--- src/rtl/regfile_scoreboard_pkg.sv ---
// rtl/regfile_scoreboard_pkg.sv - shared widths and MIPS register index constants
package regfile_scoreboard_pkg;
  localparam int DEF_DATA_W = 32;
  localparam int DEF_ADDR_W = 4;
  localparam int REG_ZERO   = 0;   // $zero
  localparam int REG_RA     = 31;  // $ra, meaningful only when ADDR_W >= 5
endpackage

--- src/rtl/regfile_scoreboard_if.sv ---
// rtl/regfile_scoreboard_if.sv - decode/writeback bus into the register file
interface regfile_scoreboard_if #(
  parameter int DATA_W = regfile_scoreboard_pkg::DEF_DATA_W,
  parameter int ADDR_W = regfile_scoreboard_pkg::DEF_ADDR_W
) ();
  logic              wr_en;
  logic [ADDR_W-1:0] wr_addr;
  logic [DATA_W-1:0] wr_data;
  logic [ADDR_W-1:0] rd_addr_a;
  logic [ADDR_W-1:0] rd_addr_b;
  logic [DATA_W-1:0] rd_data_a;
  logic [DATA_W-1:0] rd_data_b;
  logic              rd_ready_a;
  logic              rd_ready_b;
  logic              pend_set;
  logic [ADDR_W-1:0] pend_addr;
  logic              pend_any;

  modport master (
    output wr_en, wr_addr, wr_data, rd_addr_a, rd_addr_b, pend_set, pend_addr,
    input  rd_data_a, rd_data_b, rd_ready_a, rd_ready_b, pend_any
  );

  modport slave (
    input  wr_en, wr_addr, wr_data, rd_addr_a, rd_addr_b, pend_set, pend_addr,
    output rd_data_a, rd_data_b, rd_ready_a, rd_ready_b, pend_any
  );
endinterface

--- src/rtl/regfile_scoreboard_rf_read_port.sv ---
// rtl/regfile_scoreboard_rf_read_port.sv - one read port: mux, write bypass, ready, optional register
module rf_read_port
  import regfile_scoreboard_pkg::*;
#(
  parameter int DATA_W    = DEF_DATA_W,
  parameter int ADDR_W    = DEF_ADDR_W,
  parameter int ZERO_REG  = 1,
  parameter int BYPASS    = 1,
  parameter int SYNC_READ = 0
) (
  input  logic                              clk,
  input  logic                              reset,
  input  logic [(1<<ADDR_W)-1:0][DATA_W-1:0] regs,
  input  logic [(1<<ADDR_W)-1:0]            pending,
  input  logic                              wrEn,
  input  logic [ADDR_W-1:0]                 wrAddr,
  input  logic [DATA_W-1:0]                 wrData,
  input  logic                              pendSet,
  input  logic [ADDR_W-1:0]                 pendAddr,
  input  logic [ADDR_W-1:0]                 rdAddr,
  output logic [DATA_W-1:0]                 rdData,
  output logic                              rdReady
);
  logic [DATA_W-1:0] dataNext, dataQ;
  logic              readyNext, readyQ;
  logic              hit, isZero;

  always_comb begin
    hit       = (BYPASS != 0) && wrEn && (wrAddr == rdAddr);
    isZero    = (ZERO_REG != 0) && (rdAddr == ADDR_W'(REG_ZERO));
    dataNext  = regs[rdAddr];
    readyNext = ~pending[rdAddr];
    if (hit) begin
      dataNext = wrData;
      // A same-edge pend_set re-arms the register, so the bypass cannot promise ready.
      if (!(pendSet && (pendAddr == rdAddr))) readyNext = 1'b1;
    end
    if (isZero) begin
      dataNext  = '0;
      readyNext = 1'b1;
    end
  end

  always_ff @(posedge clk or posedge reset) begin
    if (reset) begin
      dataQ  <= '0;
      readyQ <= 1'b1;
    end else begin
      dataQ  <= dataNext;
      readyQ <= readyNext;
    end
  end

  assign rdData  = (SYNC_READ != 0) ? dataQ  : dataNext;
  assign rdReady = (SYNC_READ != 0) ? readyQ : readyNext;
endmodule

--- src/rtl/regfile_scoreboard.sv ---
// rtl/regfile_scoreboard.sv - 1W/2R register file with per-register pending scoreboard
module regfile_scoreboard
  import regfile_scoreboard_pkg::*;
#(
  parameter int DATA_W    = DEF_DATA_W,
  parameter int ADDR_W    = DEF_ADDR_W,
  parameter int ZERO_REG  = 1,
  parameter int BYPASS    = 1,
  parameter int SYNC_READ = 0
) (
  input  logic                 clk,
  input  logic                 reset,
  regfile_scoreboard_if.slave  bus
);
  localparam int DEPTH = 1 << ADDR_W;

  logic [DEPTH-1:0][DATA_W-1:0] regs;
  logic [DEPTH-1:0]             pending;
  logic                         wrOk, setOk;

  assign wrOk  = bus.wr_en    && !((ZERO_REG != 0) && (bus.wr_addr   == ADDR_W'(REG_ZERO)));
  assign setOk = bus.pend_set && !((ZERO_REG != 0) && (bus.pend_addr == ADDR_W'(REG_ZERO)));

  // Set is applied after the clear so a new producer issued on the write edge wins.
  always_ff @(posedge clk or posedge reset) begin
    if (reset) begin
      regs    <= '0;
      pending <= '0;
    end else begin
      if (wrOk) begin
        regs[bus.wr_addr]    <= bus.wr_data;
        pending[bus.wr_addr] <= 1'b0;
      end
      if (setOk) pending[bus.pend_addr] <= 1'b1;
    end
  end

  assign bus.pend_any = |pending;

  rf_read_port #(
    .DATA_W(DATA_W), .ADDR_W(ADDR_W), .ZERO_REG(ZERO_REG),
    .BYPASS(BYPASS), .SYNC_READ(SYNC_READ)
  ) portA (
    .clk(clk), .reset(reset), .regs(regs), .pending(pending),
    .wrEn(bus.wr_en), .wrAddr(bus.wr_addr), .wrData(bus.wr_data),
    .pendSet(bus.pend_set), .pendAddr(bus.pend_addr),
    .rdAddr(bus.rd_addr_a), .rdData(bus.rd_data_a), .rdReady(bus.rd_ready_a)
  );

  rf_read_port #(
    .DATA_W(DATA_W), .ADDR_W(ADDR_W), .ZERO_REG(ZERO_REG),
    .BYPASS(BYPASS), .SYNC_READ(SYNC_READ)
  ) portB (
    .clk(clk), .reset(reset), .regs(regs), .pending(pending),
    .wrEn(bus.wr_en), .wrAddr(bus.wr_addr), .wrData(bus.wr_data),
    .pendSet(bus.pend_set), .pendAddr(bus.pend_addr),
    .rdAddr(bus.rd_addr_b), .rdData(bus.rd_data_b), .rdReady(bus.rd_ready_b)
  );
endmodule

--- src/flat_wrapper.sv ---
// flat-port wrapper written by rule: the top's interface ports become plain ports
module regfile_scoreboard_flat import regfile_scoreboard_pkg::*;
#(
  parameter int DATA_W    = DEF_DATA_W,
  parameter int ADDR_W    = DEF_ADDR_W,
  parameter int ZERO_REG  = 1,
  parameter int BYPASS    = 1,
  parameter int SYNC_READ = 0
)
  (clk, reset, bus_wr_en, bus_wr_addr, bus_wr_data, bus_rd_addr_a, bus_rd_addr_b, bus_pend_set, bus_pend_addr, bus_rd_data_a, bus_rd_data_b, bus_rd_ready_a, bus_rd_ready_b, bus_pend_any);
  regfile_scoreboard_if #(.DATA_W(DATA_W), .ADDR_W(ADDR_W)) bus_i ();
  input  logic clk;
  input  logic reset;
  input wire logic [$bits(bus_i.wr_en)-1:0] bus_wr_en;
  input wire logic [$bits(bus_i.wr_addr)-1:0] bus_wr_addr;
  input wire logic [$bits(bus_i.wr_data)-1:0] bus_wr_data;
  input wire logic [$bits(bus_i.rd_addr_a)-1:0] bus_rd_addr_a;
  input wire logic [$bits(bus_i.rd_addr_b)-1:0] bus_rd_addr_b;
  input wire logic [$bits(bus_i.pend_set)-1:0] bus_pend_set;
  input wire logic [$bits(bus_i.pend_addr)-1:0] bus_pend_addr;
  output wire logic [$bits(bus_i.rd_data_a)-1:0] bus_rd_data_a;
  output wire logic [$bits(bus_i.rd_data_b)-1:0] bus_rd_data_b;
  output wire logic [$bits(bus_i.rd_ready_a)-1:0] bus_rd_ready_a;
  output wire logic [$bits(bus_i.rd_ready_b)-1:0] bus_rd_ready_b;
  output wire logic [$bits(bus_i.pend_any)-1:0] bus_pend_any;
  assign bus_i.wr_en = bus_wr_en;
  assign bus_i.wr_addr = bus_wr_addr;
  assign bus_i.wr_data = bus_wr_data;
  assign bus_i.rd_addr_a = bus_rd_addr_a;
  assign bus_i.rd_addr_b = bus_rd_addr_b;
  assign bus_i.pend_set = bus_pend_set;
  assign bus_i.pend_addr = bus_pend_addr;
  assign bus_rd_data_a = bus_i.rd_data_a;
  assign bus_rd_data_b = bus_i.rd_data_b;
  assign bus_rd_ready_a = bus_i.rd_ready_a;
  assign bus_rd_ready_b = bus_i.rd_ready_b;
  assign bus_pend_any = bus_i.pend_any;
  regfile_scoreboard #(.DATA_W(DATA_W), .ADDR_W(ADDR_W), .ZERO_REG(ZERO_REG), .BYPASS(BYPASS), .SYNC_READ(SYNC_READ)) u_core (.clk(clk), .reset(reset), .bus(bus_i));
endmodule
--- config.mk ---
export PLATFORM = sky130hd
export DESIGN_NAME = regfile_scoreboard_flat
export DESIGN_NICKNAME = d
export VERILOG_FILES = /design/src/rtl/regfile_scoreboard_pkg.sv /design/src/rtl/regfile_scoreboard_if.sv /design/src/rtl/regfile_scoreboard_rf_read_port.sv /design/src/rtl/regfile_scoreboard.sv /design/src/flat_wrapper.sv
export SDC_FILE = /design/constraint.sdc
export NUM_CORES = 1
export LEC_CHECK = 0
export ABC_AREA = 0
export CAP_MARGIN = 0
export CELL_PAD_IN_SITES_DETAIL_PLACEMENT = 2
export CELL_PAD_IN_SITES_GLOBAL_PLACEMENT = 2
export CORE_UTILIZATION = 35
export CTS_CLUSTER_SIZE = 12
export DETAILED_ROUTE_END_ITERATION = 10
export GPL_TIMING_DRIVEN = 0
export PLACE_DENSITY_LB_ADDON = 0.3
export SLEW_MARGIN = 25
export SYNTH_ARGS = -nofsm -noshare
export SYNTH_HDL_FRONTEND = slang
export SYNTH_SLANG_ARGS = --single-unit
--- constraint.sdc ---
create_clock -name clk -period 37 [get_ports clk]
set_input_delay 7.4 -clock clk [delete_from_list [all_inputs] [get_ports clk]]
set_output_delay 7.4 -clock clk [all_outputs]
set_load 0.1 [all_outputs]
==> flow_summary_export.csv <==
group,metric,value,unit
critical_path,required,29.60,ns
floorplanning,io_pins,119,
timing,setup_viol,0,
flow_run,maxCapViolCount,0,
critical_path,r2r-start,"u_core.regs[254]",
drt,drtIter0Drc,1317,
critical_path,path_cells,"clkdlybuf4s50_1 > clkbuf_1 > clkbuf_1 > mux2i_1 > o211ai_1 > clkdlybuf4s50_1",
synth,synth_area,29200,um2
floorplanning,rows,105,
power_and_ir_drop,p_int,1360,uW
power_and_ir_drop,power_density,59.7,nW/um2
synth,syn_inst,1989,
critical_path,slowest_stage,"clkdlybuf4s50_1",
timing,rsz0062_at_grt,"no",
timing,fin_skew,0,ns
floorplanning,dieHeight,291,um
critical_path,path_class,"primary input to primary output",
global_route,grt_max_degree,99,
timing,worst_pin_slew,1.19,ns
clocking,cts_tree,"done",
layout,drive_above_1_share,43.9,%
critical_path,cp_num_cells,6,
place,place_hpwl,73200,um
floorplanning,dieWidth,291,um
power_and_ir_drop,p_sw,670,uW
clocking,post-cts-setup-buffers,0,
power_and_ir_drop,combPwrFrac,28.2,%
power_and_ir_drop,p_seq_share,39.8,%
clocking,cts_made_buffers,66,
synth,yosysUniqueCellTypes,33,
clocking,h-tree-depth,3,
power_and_ir_drop,power_leakage,0.0140,uW
critical_path,cp_top_family,"buffers and inverters",
clocking,cts_root_buf,"clkbuf_16",
timing,period_share,51.0,%
clocking,cts.sinks,528,
synth,synth.most_common_cell,"dfrtp_1",
layout,nNetsFinal,2222,
critical_path,cp_slowest_stage_delay,1.20,ns
synth,syn_nets,2041,
critical_path,worstSetupEndpoint,"bus_rd_ready_b",
place,place_inst,3172,
synth,async_flop_share,100,%
critical_path,cp_max_fo,10,
critical_path,path_buf_inv,4,
drt,wl_per_cell,32.7,um
global_route,grt_pass1_vias,22500,
global_route,grt.overflow.total,0,
timing,fmax,52.9,MHz
critical_path,arrival,11.49,ns
status,status,"completed",
synth,synthTopCellsByCount,"528 x dfrtp_1, 453 x mux2_2, 264 x mux4_2, 132 x nand2_1, 103 x clkbuf_1",
synth,synth-edff-count,0,
clocking,insertion_delay,0.62,ns
synth,yosysWarnings,0,
synth,syn_area_per_cell,14.7,um2
drt,firstDrtPassIters,5,
synth,synth_top_area_share,45.2,%
timing,finalMaxSlewViolations,0,
critical_path,reg2reg_slack,36.17,ns
synth,ys_ff_latch,528,
place,place_congestion,0.817,
layout,layout.cells.non_filler,3290,
timing,max-slew-margin-rel,20.8,%
critical_path,startpoint_type,"primary input",
drt,drc,0,
place,io_buffers,107,
synth,synth.area.top_cells,"dfrtp_1 45%, mux4_2 20%, mux2_2 17%",
timing,min_period,18.89,ns
hold_path,hold_class,"flop to flop",
power_and_ir_drop,power.share.switching,33.0,%
timing,finalHoldViolCount,0,
floorplanning,start_util,35.5,%
critical_path,rr_worst_depth,1,
hold_path,min_path_cells,1,
critical_path,crit_start,"bus_rd_addr_b[3]",
timing,setup_tns,0,ns
power_and_ir_drop,pwr-share-clk,32.0,%
critical_path,end_kind,"primary output",
synth,yosysTopAreaCell,"dfrtp_1",
floorplanning,core-area,82400,um2
drt,detail-route-antenna-nets,0,
clocking,postCtsHoldBufs,0,
global_route,grt_pass1_wl,159000,um
critical_path,rr_endpoint,"u_core.regs[254]",
drt,via_count,19600,
clocking,clk_pin_slew_worst_paths,0.05,ns
floorplanning,dieArea,84700,um2
synth,yosysSeqAreaShare,45.2,%
drt,wl,108000,um
power_and_ir_drop,ir_drop,0.0313,mV
global_route,grt_antenna_before_repair,3,
global_route,grtUsageTotal,25.8,%
layout,syn2layout_area_growth,16.2,%
drt,vias_per_cell,5.96,
synth,synthFlopType,"dfrtp_1",
clocking,cts_max_path_buffers,3,
clocking,cts-resized-gates,0,
==> flip-flops by register name (all words and copies together), names as in the netlist <==
register	cells
u_core.pending	16
u_core.regs	512
==> cells by family after synthesis <==
kind of cell | synth area share, %
muxes | 41.7
DFF | 45.2
and+or+nand+nor | 5.46
buffers and inverters | 4.40
AOI/OAI and AO/OA | 2.77
xor gates and xnor gates | 0.479
==> how the worst min path moves through the flow <==
stage / startpoint / endpoint / slack [ns]
global placement: u_core.regs[4] / u_core.regs[4] / 0.45
detailed placement: u_core.regs[22] / u_core.regs[22] / 0.47
CTS: u_core.regs[4] / u_core.regs[4] / 0.48
floorplan: u_core.regs[0] / u_core.regs[0] / 0.44
global route: u_core.regs[4] / u_core.regs[4] / 0.50
finish: u_core.regs[4] / u_core.regs[4] / 0.48
==> cell type report <==
class | instances | area (um2)
fillers | 7951 | 48400
multi-input cells | 1224 | 14700
flip-flops and latches | 528 | 13200
clock buffers | 99 | 1910
well taps | 1070 | 1340
plain buffers | 233 | 1280
repair buffers | 113 | 1240
clock inverters | 18 | 228
inverters | 4 | 22.5
diodes | 1 | 2.50
==> metal layers <==
metal	up-vias	wire (um)	GRT usage [%]
li1	7935	-	-
met1	10900	44800	33.2
met2	590	53500	43.4
met3	222	5250	4.30
met4	0	4000	9.78
met5	-	0	0
==> power groups by stage <==
stage	clock [uW]	combinational (uW)	sequential (uW)
3_3_place_gp	0	551	790
3_5_place_dp	0	572	811
5_1_grt	682	602	821
4_1_cts	661	575	803
2_1_floorplan	0	446	772
6_report	649	572	806
==> metrics by stage <==
stage               util (%)  area, um2  setup WS (ns)  hold slack (ns)  power (uW)
floorplan                  -      29200          14.85            0.441        1220
global placement        38.4      31600           8.43            0.452        1340
detailed placement      38.6      31800          17.99            0.468        1380
CTS                     41.2      34000          18.02            0.481        2040
global route            41.2      34000          18.11            0.501        2100
finish                  41.2      34000          18.11            0.478        2030
==> cells in the final DEF (no fill, tap or decap), types with 11 or more instances in the layout <==
cell and count:
dfrtp_1 528, mux2_2 453, mux4_2 264, nand2_1 132, clkbuf_1 120, clkdlybuf4s50_1 107
buf_2 77, mux2i_1 74, clkbuf_16 67, nand2b_1 66, nand3b_1 66, a32o_1 65
buf_6 33, mux2_4 27, o21ai_0 18, buf_4 14, xor2_1 12, clkbuf_8 11
(Power assumes the default switching activity.)
